[src/rtl/frame_demux_if.sv]
// Stream and frame-output bundle for frame_demux.
// The master side drives the word stream; the slave side returns rebuilt slots and status.
interface frame_demux_if #(
   parameter int DW = 4
);
   logic          en;
   logic [DW:0]   din;
   logic [DW-1:0] d1;
   logic [DW-1:0] d2;
   logic [DW-1:0] d3;
   logic [DW-1:0] d4;
   logic          frame_valid;
   logic          locked;
   logic          sync_err;

   modport master (
      output en, din,
      input  d1, d2, d3, d4, frame_valid, locked, sync_err
   );

   modport slave (
      input  en, din,
      output d1, d2, d3, d4, frame_valid, locked, sync_err
   );
endinterface

[src/rtl/frame_demux.sv]
// Receive side of the 4-slot tagged word stream: finds COM alignment, checks slot order,
// and publishes d1..d4 once LOCK_FRAMES consecutive good frames have been seen.
module frame_demux #(
   parameter int DW          = 4,
   parameter int LOCK_FRAMES = 2
) (
   input  logic         clk,
   input  logic         rst,
   frame_demux_if.slave bus
);
   localparam int            CW       = $clog2(LOCK_FRAMES + 1);
   localparam logic [CW-1:0] LOCK_MAX = CW'(LOCK_FRAMES);

   typedef enum logic [2:0] {
      HUNT,
      EXP_A,
      EXP_B,
      EXP_C,
      EXP_COM
   } state_t;

   function automatic logic [CW-1:0] sat_inc(input logic [CW-1:0] c);
      if (c >= LOCK_MAX) return LOCK_MAX;
      return c + CW'(1);
   endfunction

   state_t        state, state_nx;
   logic [CW-1:0] lock_cnt, lock_cnt_nx;

   logic [DW-1:0] sh1_p0, sh2_p0, sh3_p0;
   logic [DW-1:0] sh1_nx, sh2_nx, sh3_nx;

   logic [DW-1:0] d1_p1, d2_p1, d3_p1, d4_p1;
   logic [DW-1:0] d1_nx, d2_nx, d3_nx, d4_nx;
   logic          vld_p1, vld_nx;
   logic          err_p1, err_nx;
   logic          lock_p1, lock_nx;

   logic          tag;
   logic [DW-1:0] data;

   assign tag  = bus.din[DW];
   assign data = bus.din[DW-1:0];

   // Stage p0: slot sequencing into shadow registers
   always_comb begin
      state_nx    = state;
      lock_cnt_nx = lock_cnt;
      sh1_nx      = sh1_p0;
      sh2_nx      = sh2_p0;
      sh3_nx      = sh3_p0;
      d1_nx       = d1_p1;
      d2_nx       = d2_p1;
      d3_nx       = d3_p1;
      d4_nx       = d4_p1;
      vld_nx      = 1'b0;
      err_nx      = 1'b0;

      if (bus.en) begin
         case (state)
            HUNT: begin
               if (!tag) begin
                  sh1_nx   = data;
                  state_nx = EXP_A;
               end
            end
            EXP_A, EXP_B, EXP_C: begin
               if (!tag) begin
                  // Out-of-place COM restarts alignment on this word
                  err_nx      = 1'b1;
                  lock_cnt_nx = '0;
                  sh1_nx      = data;
                  state_nx    = EXP_A;
               end else if (state == EXP_A) begin
                  sh2_nx   = data;
                  state_nx = EXP_B;
               end else if (state == EXP_B) begin
                  sh3_nx   = data;
                  state_nx = EXP_C;
               end else begin
                  lock_cnt_nx = sat_inc(lock_cnt);
                  state_nx    = EXP_COM;
                  if (lock_cnt_nx == LOCK_MAX) begin
                     d1_nx  = sh1_p0;
                     d2_nx  = sh2_p0;
                     d3_nx  = sh3_p0;
                     d4_nx  = data;
                     vld_nx = 1'b1;
                  end
               end
            end
            EXP_COM: begin
               if (!tag) begin
                  sh1_nx   = data;
                  state_nx = EXP_A;
               end else begin
                  err_nx      = 1'b1;
                  lock_cnt_nx = '0;
                  state_nx    = HUNT;
               end
            end
            default: state_nx = HUNT;
         endcase
      end

      lock_nx = (lock_cnt_nx == LOCK_MAX);
   end

   always_ff @(posedge clk) begin
      if (rst) begin
         state    <= HUNT;
         lock_cnt <= '0;
         sh1_p0   <= '0;
         sh2_p0   <= '0;
         sh3_p0   <= '0;
      end else begin
         state    <= state_nx;
         lock_cnt <= lock_cnt_nx;
         sh1_p0   <= sh1_nx;
         sh2_p0   <= sh2_nx;
         sh3_p0   <= sh3_nx;
      end
   end

   // Stage p1: published frame and status registers
   always_ff @(posedge clk) begin
      if (rst) begin
         d1_p1   <= '0;
         d2_p1   <= '0;
         d3_p1   <= '0;
         d4_p1   <= '0;
         vld_p1  <= 1'b0;
         err_p1  <= 1'b0;
         lock_p1 <= 1'b0;
      end else begin
         d1_p1   <= d1_nx;
         d2_p1   <= d2_nx;
         d3_p1   <= d3_nx;
         d4_p1   <= d4_nx;
         vld_p1  <= vld_nx;
         err_p1  <= err_nx;
         lock_p1 <= lock_nx;
      end
   end

   assign bus.d1          = d1_p1;
   assign bus.d2          = d2_p1;
   assign bus.d3          = d3_p1;
   assign bus.d4          = d4_p1;
   assign bus.frame_valid = vld_p1;
   assign bus.sync_err    = err_p1;
   assign bus.locked      = lock_p1;
endmodule

[src/flat_wrapper.sv]
// flat-port wrapper written by rule: the top's interface ports become plain ports
module frame_demux_flat 
#(
   parameter int DW          = 4,
   parameter int LOCK_FRAMES = 2
)
  (clk, rst, bus_en, bus_din, bus_d1, bus_d2, bus_d3, bus_d4, bus_frame_valid, bus_locked, bus_sync_err);
  frame_demux_if #(.DW(DW)) bus_i ();
  input  logic clk;
  input  logic rst;
  input wire logic [$bits(bus_i.en)-1:0] bus_en;
  input wire logic [$bits(bus_i.din)-1:0] bus_din;
  output wire logic [$bits(bus_i.d1)-1:0] bus_d1;
  output wire logic [$bits(bus_i.d2)-1:0] bus_d2;
  output wire logic [$bits(bus_i.d3)-1:0] bus_d3;
  output wire logic [$bits(bus_i.d4)-1:0] bus_d4;
  output wire logic [$bits(bus_i.frame_valid)-1:0] bus_frame_valid;
  output wire logic [$bits(bus_i.locked)-1:0] bus_locked;
  output wire logic [$bits(bus_i.sync_err)-1:0] bus_sync_err;
  assign bus_i.en = bus_en;
  assign bus_i.din = bus_din;
  assign bus_d1 = bus_i.d1;
  assign bus_d2 = bus_i.d2;
  assign bus_d3 = bus_i.d3;
  assign bus_d4 = bus_i.d4;
  assign bus_frame_valid = bus_i.frame_valid;
  assign bus_locked = bus_i.locked;
  assign bus_sync_err = bus_i.sync_err;
  frame_demux #(.DW(DW), .LOCK_FRAMES(LOCK_FRAMES)) u_core (.clk(clk), .rst(rst), .bus(bus_i));
endmodule
[config.mk]
export PLATFORM = sky130hd
export DESIGN_NAME = frame_demux_flat
export DESIGN_NICKNAME = d
export VERILOG_FILES = /design/src/rtl/frame_demux_if.sv /design/src/rtl/frame_demux.sv /design/src/flat_wrapper.sv
export SDC_FILE = /design/constraint.sdc
export NUM_CORES = 1
export LEC_CHECK = 0
export BUFFER_PORTS_ARGS = -buffer_cell sky130_fd_sc_hd__buf_2
export CAP_MARGIN = 20
export CELL_PAD_IN_SITES_DETAIL_PLACEMENT = 1
export CELL_PAD_IN_SITES_GLOBAL_PLACEMENT = 1
export CORE_MARGIN = 2
export CORE_UTILIZATION = 39
export CTS_BUF_LIST = sky130_fd_sc_hd__clkbuf_4 sky130_fd_sc_hd__clkbuf_8
export DETAILED_ROUTE_END_ITERATION = 7
export GPL_ROUTABILITY_DRIVEN = 0
export PLACE_DENSITY = 0.76
export SLEW_MARGIN = 40
export SYNTH_ARGS = -nofsm -noshare
export SYNTH_HDL_FRONTEND = slang
export SYNTH_SLANG_ARGS = --single-unit
export TNS_END_PERCENT = 30
[constraint.sdc]
create_clock -name clk -period 1.56 [get_ports clk]
set_input_delay 0.156 -clock clk [delete_from_list [all_inputs] [get_ports clk]]
set_output_delay 0.156 -clock clk [all_outputs]
set_load 0.02 [all_outputs]
After elaboration in Yosys (flattened, before gate mapping). Cells that the tools add are included.

Register bits: 36. Logic and storage cells: 65.

Add/sub/neg operators: 1. Order comparisons: 1. Eq/ne operators: 7. Muxes and demuxes: 29. Bitwise gates (word level): 5. Reduce and logical (&&, ||, !) cells: 10.

Operators by type and width (count): 2-to-1 mux 2 bit (12); 2-to-1 mux 3 bit (4); 2-to-1 mux 1 bit (10); one-hot mux 3 bit (3 select lines) (1); == test 3 x 2 -> 1 bit, second input constant (2); AND reduction 6 bit (1); OR reduction 6 bit (1); NOT 1 bit (5); AND reduction 5 bit (1); OR reduction 5 bit (1); == test 2 bit, second input constant (2); one-hot mux 2 bit (2 select lines) (1); AND reduction 4 bit (1); == test 3 x 1 -> 1 bit, second input constant (1); == test 3 bit, second input constant (1); zero test 3 bit (1); AND reduction 3 bit (1); OR reduction 3 bit (1); adder 2 x 1 -> 2 bit, second input constant (1); >= comparator 2 bit, second input constant (1); inequality test 2 bit, second input constant (1); one-hot mux 1 bit (2 select lines) (1); AND reduction 2 bit (1); OR reduction 2 bit (1).

Longest topological paths before layout. Gate-level depths: netlist of the first run.

Word-level depth: 19. Mapped depth: 7. Depth with buffers taken out: 4.

Least setup slack after synthesis of the first run. No wires, ideal clock.

Kind: register to register. From: register u_core.state[0]. To: register u_core.d1_p1[1], in the netlist u_core.bus.d1[1]. Setup time: 128 ps. Arrival time: 1327 ps. Path slack: 105 ps. Stages on the path, launching flop included: 8. Path buffers: 3. Period minus slack after synthesis: 1455 ps. Cells stage by stage: dfxtp_1 -> buf_6 -> or2_2 -> o2111ai_2 -> buf_6 -> buf_12 -> mux2i_1 -> nor2_1.

Word-level cells in the longest chain between the ends: 3. Elaborated cells on any way between the ends: 7. Classes of those cells: eq/ne (3); bitwise (2); reduce/logical (2).

RTL lines: start: declaration (line frame_demux.sv:27) `state_t state, state_nx;`; start signal: assignment (line frame_demux.sv:117) `state <= state_nx;`; == test 3 x 2 -> 1 bit, or another cell as far along (line frame_demux.sv:60) `case (state)`; OR reduction 3 bit / NOT 1 bit (equally long branches); AND reduction 6 bit (no source line) (*); end signal: assignment (line frame_demux.sv:136) `d1_p1 <= d1_nx;`; end: declaration (line frame_demux.sv:33) `logic [DW-1:0] d1_p1, d2_p1, d3_p1, d4_p1;`.

Mark *: on every way between the ends. The rest lies on a longest branch, timed or not. A chain may end at the register's enable or synchronous reset.

Final worst setup path of the first run.
From: register u_core.state[0]. To: register u_core.d2_p1[0], in the netlist u_core.bus.d2[0].

Word-level cells in the longest chain between the ends: 3. Elaborated cells on any way between the ends: 7. Classes of those cells: eq/ne (3); bitwise (2); reduce/logical (2).

RTL lines: == test 3 x 2 -> 1 bit, or another cell as far along (line frame_demux.sv:60); OR reduction 3 bit / NOT 1 bit (equally long branches); AND reduction 6 bit (no source line) (*); end signal: assignment (line frame_demux.sv:137) `d2_p1 <= d2_nx;`; end: declaration (line frame_demux.sv:33).

Marked as above.

==> summary.txt, run 1 <==
Clock network
  – Clock buffer depth: 2
  – Root Buffer: clkbuf_8
  – Num CTS Buffers: 5
  – Clk_lat worst skew: 280 ps
  – Clock Sink Count: 36
  – Post-cts sizing count: 0
  – TritonCTS clock tree: yes
  – Post-CTS setup buffers: 0
  – H-tree depth: 2
  – Worst-path clk slew: 70 ps
  – Hold buffer count at CTS: 0

Timing
  – Final setup vio count: 0
  – Slew HR: 76.2%
  – Hold Fails Final Rpt: 0
  – Skew final: 5.20 ps
  – Worst-margin pin slew: 357 ps
  – TNS Setup: 0 ps
  – Max Clk Rate: 0.676 GHz
  – Tmin final: 1480 ps
  – Final worst path period share: 94.8%
  – RSZ-0062 raised after global routing: no
  – Max-slew violation count: 0
  – Fin worst setup slack: 80.7 ps

Critical path
  – CP max stage cell: dfxtp_1
  – Critical path launch point type: flip-flop
  – Critical-path cell list: xnor2_2, o2111ai_2, buf_12, mux2i_1, nor2_1
  – Max incr delay on CP: 460 ps
  – CP Data Required Time: 1730 ps
  – Worst Path Arrival: 1650 ps
  – Crit path capture type: flip-flop
  – Family with the most delay on the worst path: flip-flops
  – Crit Path Class: reg -> reg
  – Max FO, Critical Path: 9
  – CP bufs+invs: 1

Power
  – Pleak: 0.890 nW
  – Maximum VDD drop: 542 uV
  – P per Cell Area: 1070 nW/um^2
  – Overall power: 1.93 mW

Global route
  – Gr ovfl total: 0
  – Global-route wire length before repair: 5.70 mm
  – GR Util All Layers: 17.9%
  – Largest net degree at the start of global routing: 24
  – Number of global-route vias before repair: 1,206
  – Initial antenna violation count: 0

Synth
  – Post-synthesis mux area share: 19.1%
  – Synth Area in XOR/XNOR: 1.11%
  – Mapped Area: 1470 sq um
  – Top cell type by total area after synthesis: dfxtp_1
  – Seq/Total Area, Yosys: 49.0%
  – Yosys cell types: 32
  – Syn_area_per_cell: 10.3 sq um
  – YS warnings: 0
  – Post-synthesis cell count: 143
  – Post-synth net total: 151
  – Largest family of logic cells by synthesized area: multiplexers
  – Most frequent cell after synthesis: dfxtp_1
  – Asr flop ratio synth: 0%
  – Commonest cells post-synth: dfxtp_1 (36), nor2_1 (34), mux2i_1 (28)
  – Synth top area share: 49.0%
  – Synth Area in Compound Gates: 7.74%
  – Post-synth EDFFs: 0
  – Simple-gate portion of the synthesized area: 16.3%
  – Top_reg_cell synth: dfxtp_1
  – Adder-Cell Fraction of Synth Area: 0.681%
  – Yosys reg bits: 36
  – Synth top area cells: dfxtp_1 (49%), mux2i_1 (19%), nor2_1 (8.7%), buf_6 (2.3%), buf_12 (1.4%)

Floorplanning
  – Core Rows: 22
  – CORE AREA: 3630 sq um
  – Ports: 27
  – Die width: 65.4 microns
  – DIE AREA: 4280 sq um
  – Initial core utilization: 40.5%
  – Die height: 65.4 microns

Routing
  – Vias per cell: 5.03
  – Iteration-0 DRC Markers: 26
  – # DRC: 0
  – WL final: 3.35 mm
  – Drt wl/cell: 15.0 microns
  – DR vias: 1,122
  – Post-route antenna net violation count: 0
  – Length of the first detailed-routing pass in iterations: 2

Run status
  – Status: finished, final reports clean

Layout
  – Final nets: 182
  – Area delta synth->final: 22.8%
  – Final std cells w/o fill: 223
  – Multi-input logic area: 659 sq um
  – Ant diodes: 0
  – Final-layout fill cell count: 430
  – Reg area: 721 sq um
  – Share of cells above drive strength 1: 29.7%

Place
  – Post-Place Setup Slack: 108 ps
  – Dpl cells: 215
  – HPWL Detailed: 2.45 mm
  – Port Buffers: 26

Hold path
  – Worst Hold Class: in -> reg

Job
  – Max_cap viols: 0
worst register-to-register path, cell delays in order, from the launching register on:
cell and delay, ps:
dfxtp_1 460, xnor2_2 140, o2111ai_2 320, buf_12 190, mux2i_1 210, nor2_1 50
state kept, by name (all words and copies together), names as in the netlist:
register / flops
u_core.bus.d1: 4
u_core.bus.d2: 4
u_core.bus.d3: 4
u_core.bus.d4: 4
u_core.sh1_p0: 4
u_core.sh2_p0: 4
u_core.sh3_p0: 4
u_core.state: 3
u_core.lock_cnt: 2
u_core.bus.frame_valid: 1
u_core.bus.locked: 1
u_core.bus.sync_err: 1
layout by cell type (no fill, tap or decap), drive strengths merged, types with 2 or more instances in the layout:
cell	n
nor2	34
o2111ai	2
a21oi	3
mux2i	28
clkbuf	7
dfxtp	36
and2	2
or2	2
o21ai	3
nand2	3
buf	34
nor3	2
inv	3
kinds of logic after synthesis:
group,after synthesis
DFF,36
and+or+nand+nor,50
AOI/OAI and AO/OA,14
buffers and inverters,13
adders and majority gates,1
muxes,28
xor gates and xnor gates,1
through the flow:
| step | utilization, % | hold slack (ps) | area [sq um] |
|---|---|---|---|
| floorplan | - | 300 | 1470 |
| global placement | 46.2 | 453 | 1680 |
| detailed placement | 46.2 | 466 | 1680 |
| CTS | 49.7 | 168 | 1810 |
| global route | 49.7 | 196 | 1810 |
| finish | 49.7 | 174 | 1810 |
layout make-up:
cell class              count  area share, %
multi-input cells          94           36.5
clock buffers               7           5.34
clock inverters             1           1.66
inverters                   3          0.624
flip-flops and latches     36           39.9
repair buffers             34           12.6
well taps                  48           3.33
routing by layer:
metal  vias to the layer above  wire length [microns]  GRT usage (%)  part of all wire (%)
met3                         7                    112           5.31                   3.3
met2                        19                   1730           30.1                    52
met5                         -                      0              0                     0
li1                        542                      -              -                     -
met4                         0                     57           6.51                   1.7
met1                       554                   1450           21.6                    43
report_power, final:
| group | switching (mW) | leakage, nW | internal (mW) | total (mW) |
|---|---|---|---|---|
| Clock | 0.320 | 0.0645 | 0.564 | 0.883 |
| Combinational | 0.0630 | 0.535 | 0.0439 | 0.107 |
| Sequential | 0.00968 | 0.291 | 0.929 | 0.939 |
| Total | 0.392 | 0.890 | 1.54 | 1.93 |
path summary, 6_finish.rpt:
path              cells after the start  slack, ps                to             start
setup / recovery                      5         80  u_core.bus.d2[0]   u_core.state[0]
setup reg to reg                      5         80  u_core.bus.d2[0]   u_core.state[0]
hold / removal                        3        170  u_core.sh2_p0[3]        bus_din[3]
hold reg to reg                       2        490  u_core.bus.d1[3]  u_core.bus.d1[3]
Note: power is estimated with default switching activity, not from simulation.
==> run 2, diff against run 1 <==
- CORE_MARGIN: 2 -> 3
- CORE_UTILIZATION: 39 -> 47
- PLACE_DENSITY: 0.76 -> 0.86
- SKIP_CTS_REPAIR_TIMING: not set -> 1
- clock period: 1.56 -> 1.74 ns (I/O delays scaled with it)
==> summary.txt, run 2 (same netlist as run 1, synthesis figures left out) <==
Routing
  – Met3 WL post-DR: 109 microns (was 112 microns)
  – Met1 wire length: 1.38 mm (was 1.45 mm)
  – Iteration-0 DRC Markers: 36 (was 26)
  – Top layer in use: met4 (unchanged)
  – Drt wl/cell: 15.2 microns (was 15.0 microns)
  – Met2 WL: 1.66 mm (was 1.73 mm)
  – # DRC: 0 (unchanged)
  – DR vias: 1,077 (was 1,122)
  – Post-route antenna net violation count: 0 (unchanged)
  – Length of the first detailed-routing pass in iterations: 4 (was 2)
  – Vias per cell: 5.06 (was 5.03)
  – WL final: 3.23 mm (was 3.35 mm)

Global route
  – Global-route wire length before repair: 5.07 mm (was 5.70 mm)
  – Number of global-route vias before repair: 1,072 (was 1,206)
  – Largest net degree at the start of global routing: 19 (was 24)
  – GR Util All Layers: 19.0% (was 17.9%)
  – Initial antenna violation count: 0 (unchanged)
  – Gr ovfl total: 0 (unchanged)

Floorplanning
  – CORE AREA: 2880 sq um (was 3630 sq um)
  – Ports: 27 (unchanged)
  – Core Rows: 19 (was 22)
  – Initial core utilization: 51.1% (was 40.5%)
  – DIE AREA: 3840 sq um (was 4280 sq um)
  – Die height: 61.9 microns (was 65.4 microns)
  – Die width: 61.9 microns (was 65.4 microns)

Layout
  – Fin area: 1700 sq um (was 1810 sq um)
  – Area delta synth->final: 15.5% (was 22.8%)
  – Final std cells w/o fill: 213 (was 223)
  – Share of cells above drive strength 1: 28.7% (was 29.7%)
  – Final nets: 178 (was 182)
  – Ant diodes: 0 (unchanged)
  – Commonest non-fill, non-tap cell in the layout: dfxtp_1 (unchanged)
  – Commonest non-fill, non-tap cells in the layout: dfxtp_1 (35), nor2_1 (34), mux2i_1 (28), buf_2 (26), clkbuf_4 (5) (was dfxtp_1 (36), nor2_1 (34), mux2i_1 (28), buf_2 (26), clkbuf_8 (7))
  – Final-layout fill cell count: 332 (was 430)

Place
  – Port Buffers: 26 (unchanged)
  – Cell Area, Placed: 1620 sq um (was 1680 sq um)
  – HPWL Detailed: 2.33 mm (was 2.45 mm)
  – Dpl cells: 205 (was 215)
  – Post-Place Setup Slack: 122 ps (was 108 ps)

Power
  – Overall power: 1.52 mW (was 1.93 mW)
  – Maximum VDD drop: 601 uV (was 542 uV)
  – Pleak: 0.836 nW (was 0.890 nW)
  – P per Cell Area: 895 nW/um^2 (was 1070 nW/um^2)

Clock network
  – Clk_lat worst skew: 360 ps (was 280 ps)
  – Worst-path clk slew: 110 ps (was 70 ps)
  – Root Buffer: clkbuf_4 (was clkbuf_8)
  – Num CTS Buffers: 5 (unchanged)
  – Clock Sink Count: 36 (unchanged)
  – TritonCTS clock tree: yes (unchanged)
  – H-tree depth: 2 (unchanged)
  – Clock buffer depth: 2 (unchanged)

Critical path
  – CP Data Required Time: 1990 ps (was 1730 ps)
  – Max FO, Critical Path: 7 (was 9)
  – Critical path launch point type: flip-flop (unchanged)
  – Worst Path Arrival: 1760 ps (was 1650 ps)
  – Crit path capture type: flip-flop (unchanged)
  – Crit Path Class: reg -> reg (unchanged)

Timing
  – Worst-margin pin slew: 432 ps (was 357 ps)
  – Max-slew violation count: 0 (unchanged)
  – Fin worst setup slack: 225 ps (was 80.7 ps)
  – Tmin final: 1520 ps (was 1480 ps)
  – Final setup vio count: 0 (unchanged)
  – TNS Setup: 0 ps (unchanged)
  – Skew final: 5.22 ps (was 5.20 ps)
  – Max Clk Rate: 0.660 GHz (was 0.676 GHz)
  – Slew HR: 71.2% (was 76.2%)
  – RSZ-0062 raised after global routing: no (unchanged)
  – Hold Fails Final Rpt: 0 (unchanged)
  – Final worst path period share: 87.1% (was 94.8%)

Hold path
  – Worst Hold Class: in -> reg (unchanged)

Run status
  – Status: finished, final reports clean (unchanged)

Job
  – Max_cap viols: 0 (unchanged)
run 2: cell types whose count changed in the layout (fill, tap and decap cells not counted), moves of 2 or more:
cell and change:
buf_4 -2, buf_12 -2, clkbuf_4 +5, clkbuf_8 -7
run 2: critical path, cell delays in order, from the launching register on:
cell and delay [ps]:
dfxtp_1 410, or2_2 330, a211o_1 410, mux2i_1 190, nor2_1 60
run 2: power breakdown:
| group | total, mW | internal (mW) | switching (mW) |
|---|---|---|---|
| logic | 0.0825 | 0.0324 | 0.0501 |
| registers | 0.843 | 0.833 | 0.0101 |
| clock network | 0.593 | 0.299 | 0.294 |
run 2: through the flow:
step	util [%]	hold WS (ps)
finish	59.0	100
floorplan	-	318
global route	59.0	119
detailed placement	56.2	473
global placement	56.2	458
CTS	59.0	96.5
run 2: final cells by class:
| type | count | area [sq um] | area share (%) |
|---|---|---|---|
| multi-input cells | 94 | 659 | 38.8 |
| clock inverters | 3 | 42.5 | 2.51 |
| well taps | 42 | 52.6 | 3.10 |
| clock buffers | 5 | 37.5 | 2.21 |
| flip-flops and latches | 36 | 722 | 42.5 |
| inverters | 3 | 11.3 | 0.663 |
| repair buffers | 30 | 173 | 10.2 |
run 2: path summary, 6_finish.rpt:
path | end | startpoint | cells after the start | slack [ps]
worst max-delay path | u_core.sh1_p0[3] | u_core.state[1] | 4 | 220
worst max register to register | u_core.sh1_p0[3] | u_core.state[1] | 4 | 220
worst min-delay path | u_core.sh2_p0[1] | bus_din[1] | 3 | 100
worst min register to register | u_core.bus.d2[3] | u_core.bus.d2[3] | 2 | 510
run 2: metal layers:
layer  vias to the layer above  track usage (%)
li1                        539                -
met1                       510             21.7
met2                        20             31.8
met3                         8             4.34
met4                         0             11.8
met5                         -                0
==> run 3, diff against run 2 <==
- CORE_ASPECT_RATIO: not set -> 1.25
==> summary.txt, run 3 (same netlist as run 1, synthesis figures left out) <==
Floorplanning
  – Ports: 27 (unchanged)
  – Initial core utilization: 49.5% (was 51.1%)
  – Die width: 56.0 microns (was 61.9 microns)
  – DIE AREA: 3840 sq um (about the same)
  – Die height: 68.5 microns (was 61.9 microns)
  – CORE AREA: 2970 sq um (was 2880 sq um)
  – Core Rows: 22 (was 19)

Routing
  – DR vias: 1,120 (was 1,077)
  – Length of the first detailed-routing pass in iterations: 4 (unchanged)
  – Post-route antenna net violation count: 0 (unchanged)
  – Drt wl/cell: 15.1 microns (was 15.2 microns)
  – Vias per cell: 5.36 (was 5.06)
  – Iteration-0 DRC Markers: 13 (was 36)
  – WL final: 3.16 mm (was 3.23 mm)
  – # DRC: 0 (unchanged)

Clock network
  – Root Buffer: clkbuf_4 (unchanged)
  – Num CTS Buffers: 5 (unchanged)
  – H-tree depth: 2 (unchanged)
  – Clock Sink Count: 36 (unchanged)
  – Worst-path clk slew: 100 ps (was 110 ps)
  – Clock buffer depth: 2 (unchanged)
  – Clk_lat worst skew: 340 ps (was 360 ps)
  – TritonCTS clock tree: yes (unchanged)

Timing
  – Skew final: 7.40 ps (was 5.22 ps)
  – Tmin final: 1590 ps (was 1520 ps)
  – TNS Setup: 0 ps (unchanged)
  – RSZ-0062 raised after global routing: no (unchanged)
  – Hold Fails Final Rpt: 0 (unchanged)
  – Final worst path period share: 91.3% (was 87.1%)
  – Worst-margin pin slew: 405 ps (was 432 ps)
  – Slew HR: 73.0% (was 71.2%)
  – Max Clk Rate: 0.629 GHz (was 0.660 GHz)
  – Max-slew violation count: 0 (unchanged)
  – Final setup vio count: 0 (unchanged)

Global route
  – Largest net degree at the start of global routing: 23 (was 19)
  – GR Util All Layers: 17.3% (was 19.0%)
  – Number of global-route vias before repair: 1,104 (was 1,072)
  – Global-route wire length before repair: 4.99 mm (was 5.07 mm)
  – Initial antenna violation count: 0 (unchanged)
  – Gr ovfl total: 0 (unchanged)

Power
  – Pleak: 0.837 nW (was 0.836 nW)
  – P per Cell Area: 843 nW/um^2 (was 895 nW/um^2)
  – Maximum VDD drop: 666 uV (was 601 uV)

Layout
  – Reg area: 721 sq um (was 722 sq um)
  – Util after Layout: 56.4% (was 59.0%)
  – Ant diodes: 0 (unchanged)
  – Fin area: 1680 sq um (was 1700 sq um)
  – Final std cells w/o fill: 209 (was 213)
  – Final-layout fill cell count: 360 (was 332)
  – Area delta synth->final: 14.1% (was 15.5%)
  – Commonest non-fill, non-tap cell in the layout: dfxtp_1 (unchanged)
  – Multi-input logic area: 659 sq um (unchanged)
  – Final nets: 180 (was 178)
  – Commonest non-fill, non-tap cells in the layout: dfxtp_1 (36), nor2_1 (34), mux2i_1 (28), buf_2 (26), clkbuf_4 (7) (was dfxtp_1 (35), nor2_1 (34), mux2i_1 (28), buf_2 (26), clkbuf_4 (5))
  – Share of cells above drive strength 1: 28.9% (was 28.7%)

Critical path
  – Critical-path cell list: inv_1, nor3b_4, mux2i_1, nor2_1 (was or2_2, a211o_1, mux2i_1, nor2_1)
  – Critical path launch point type: flip-flop (unchanged)
  – Max FO, Critical Path: 10 (was 7)
  – CP max stage cell: dfxtp_1 (unchanged)
  – Crit path capture type: flip-flop (unchanged)
  – Max incr delay on CP: 570 ps (was 410 ps)
  – Crit Path Class: reg -> reg (unchanged)
  – CP Data Required Time: 1960 ps (was 1990 ps)
  – Worst Path Arrival: 1800 ps (was 1760 ps)

Place
  – Cell Area, Placed: 1610 sq um (was 1620 sq um)
  – HPWL Detailed: 2.35 mm (was 2.33 mm)
  – Dpl cells: 201 (was 205)
  – Port Buffers: 26 (unchanged)

Job
  – Max_cap viols: 0 (unchanged)

Hold path
  – Worst Hold Class: in -> reg (unchanged)

Run status
  – Status: finished, final reports clean (unchanged)
## run 3: worst paths after layout
| check | slack (ps) | depth (start not counted) | end | startpoint |
|---|---|---|---|---|
| min reg2reg | 500 | 2 | u_core.bus.d2[2] | u_core.bus.d2[2] |
| min | 120 | 3 | u_core.sh1_p0[2] | bus_din[2] |
| max reg2reg | 150 | 4 | u_core.sh2_p0[0] | u_core.state[0] |
| max | 150 | 4 | u_core.sh2_p0[0] | u_core.state[0] |
## run 3: power breakdown
group	internal, mW	total (mW)	switching [mW]
combinational	0.0338	0.0833	0.0496
clock	0.230	0.488	0.257
sequential	0.833	0.843	0.0104
## run 3: per-stage QoR
stage / worst slack [ps] / power (mW) / hold WS [ps]
floorplan: 285 / 0.918 / 318
global placement: 265 / 0.941 / 460
detailed placement: 167 / 0.946 / 481
CTS: 148 / 1.44 / 115
global route: 70.1 / 1.48 / 144
finish: 151 / 1.41 / 123
## run 3: critical path: cells and delay by family, from the launching register on
| kind | cells | cell delay [ps] |
|---|---|---|
| buffers and inverters | 1 | 170 |
| and+or+nand+nor | 2 | 480 |
| DFF | 1 | 570 |
| muxes | 1 | 250 |
## run 3: area by class of cell
type	count	share of cell area (%)
Sequential cell	36	43.0
Multi-Input combinational cell	94	39.3
Timing Repair Buffer	32	10.4
Clock buffer	8	3.95
Tap cell	36	2.68
Inverter	3	0.671
## run 3: per-layer routing
metal,routed length (microns),track usage [%],part of all wire (%),vias to the layer above
met5,0,0,0,-
met4,109,13.9,3.4,0
met3,118,3.91,3.7,10
met2,1680,31.6,53,23
met1,1260,17.1,40,548
li1,-,-,-,539
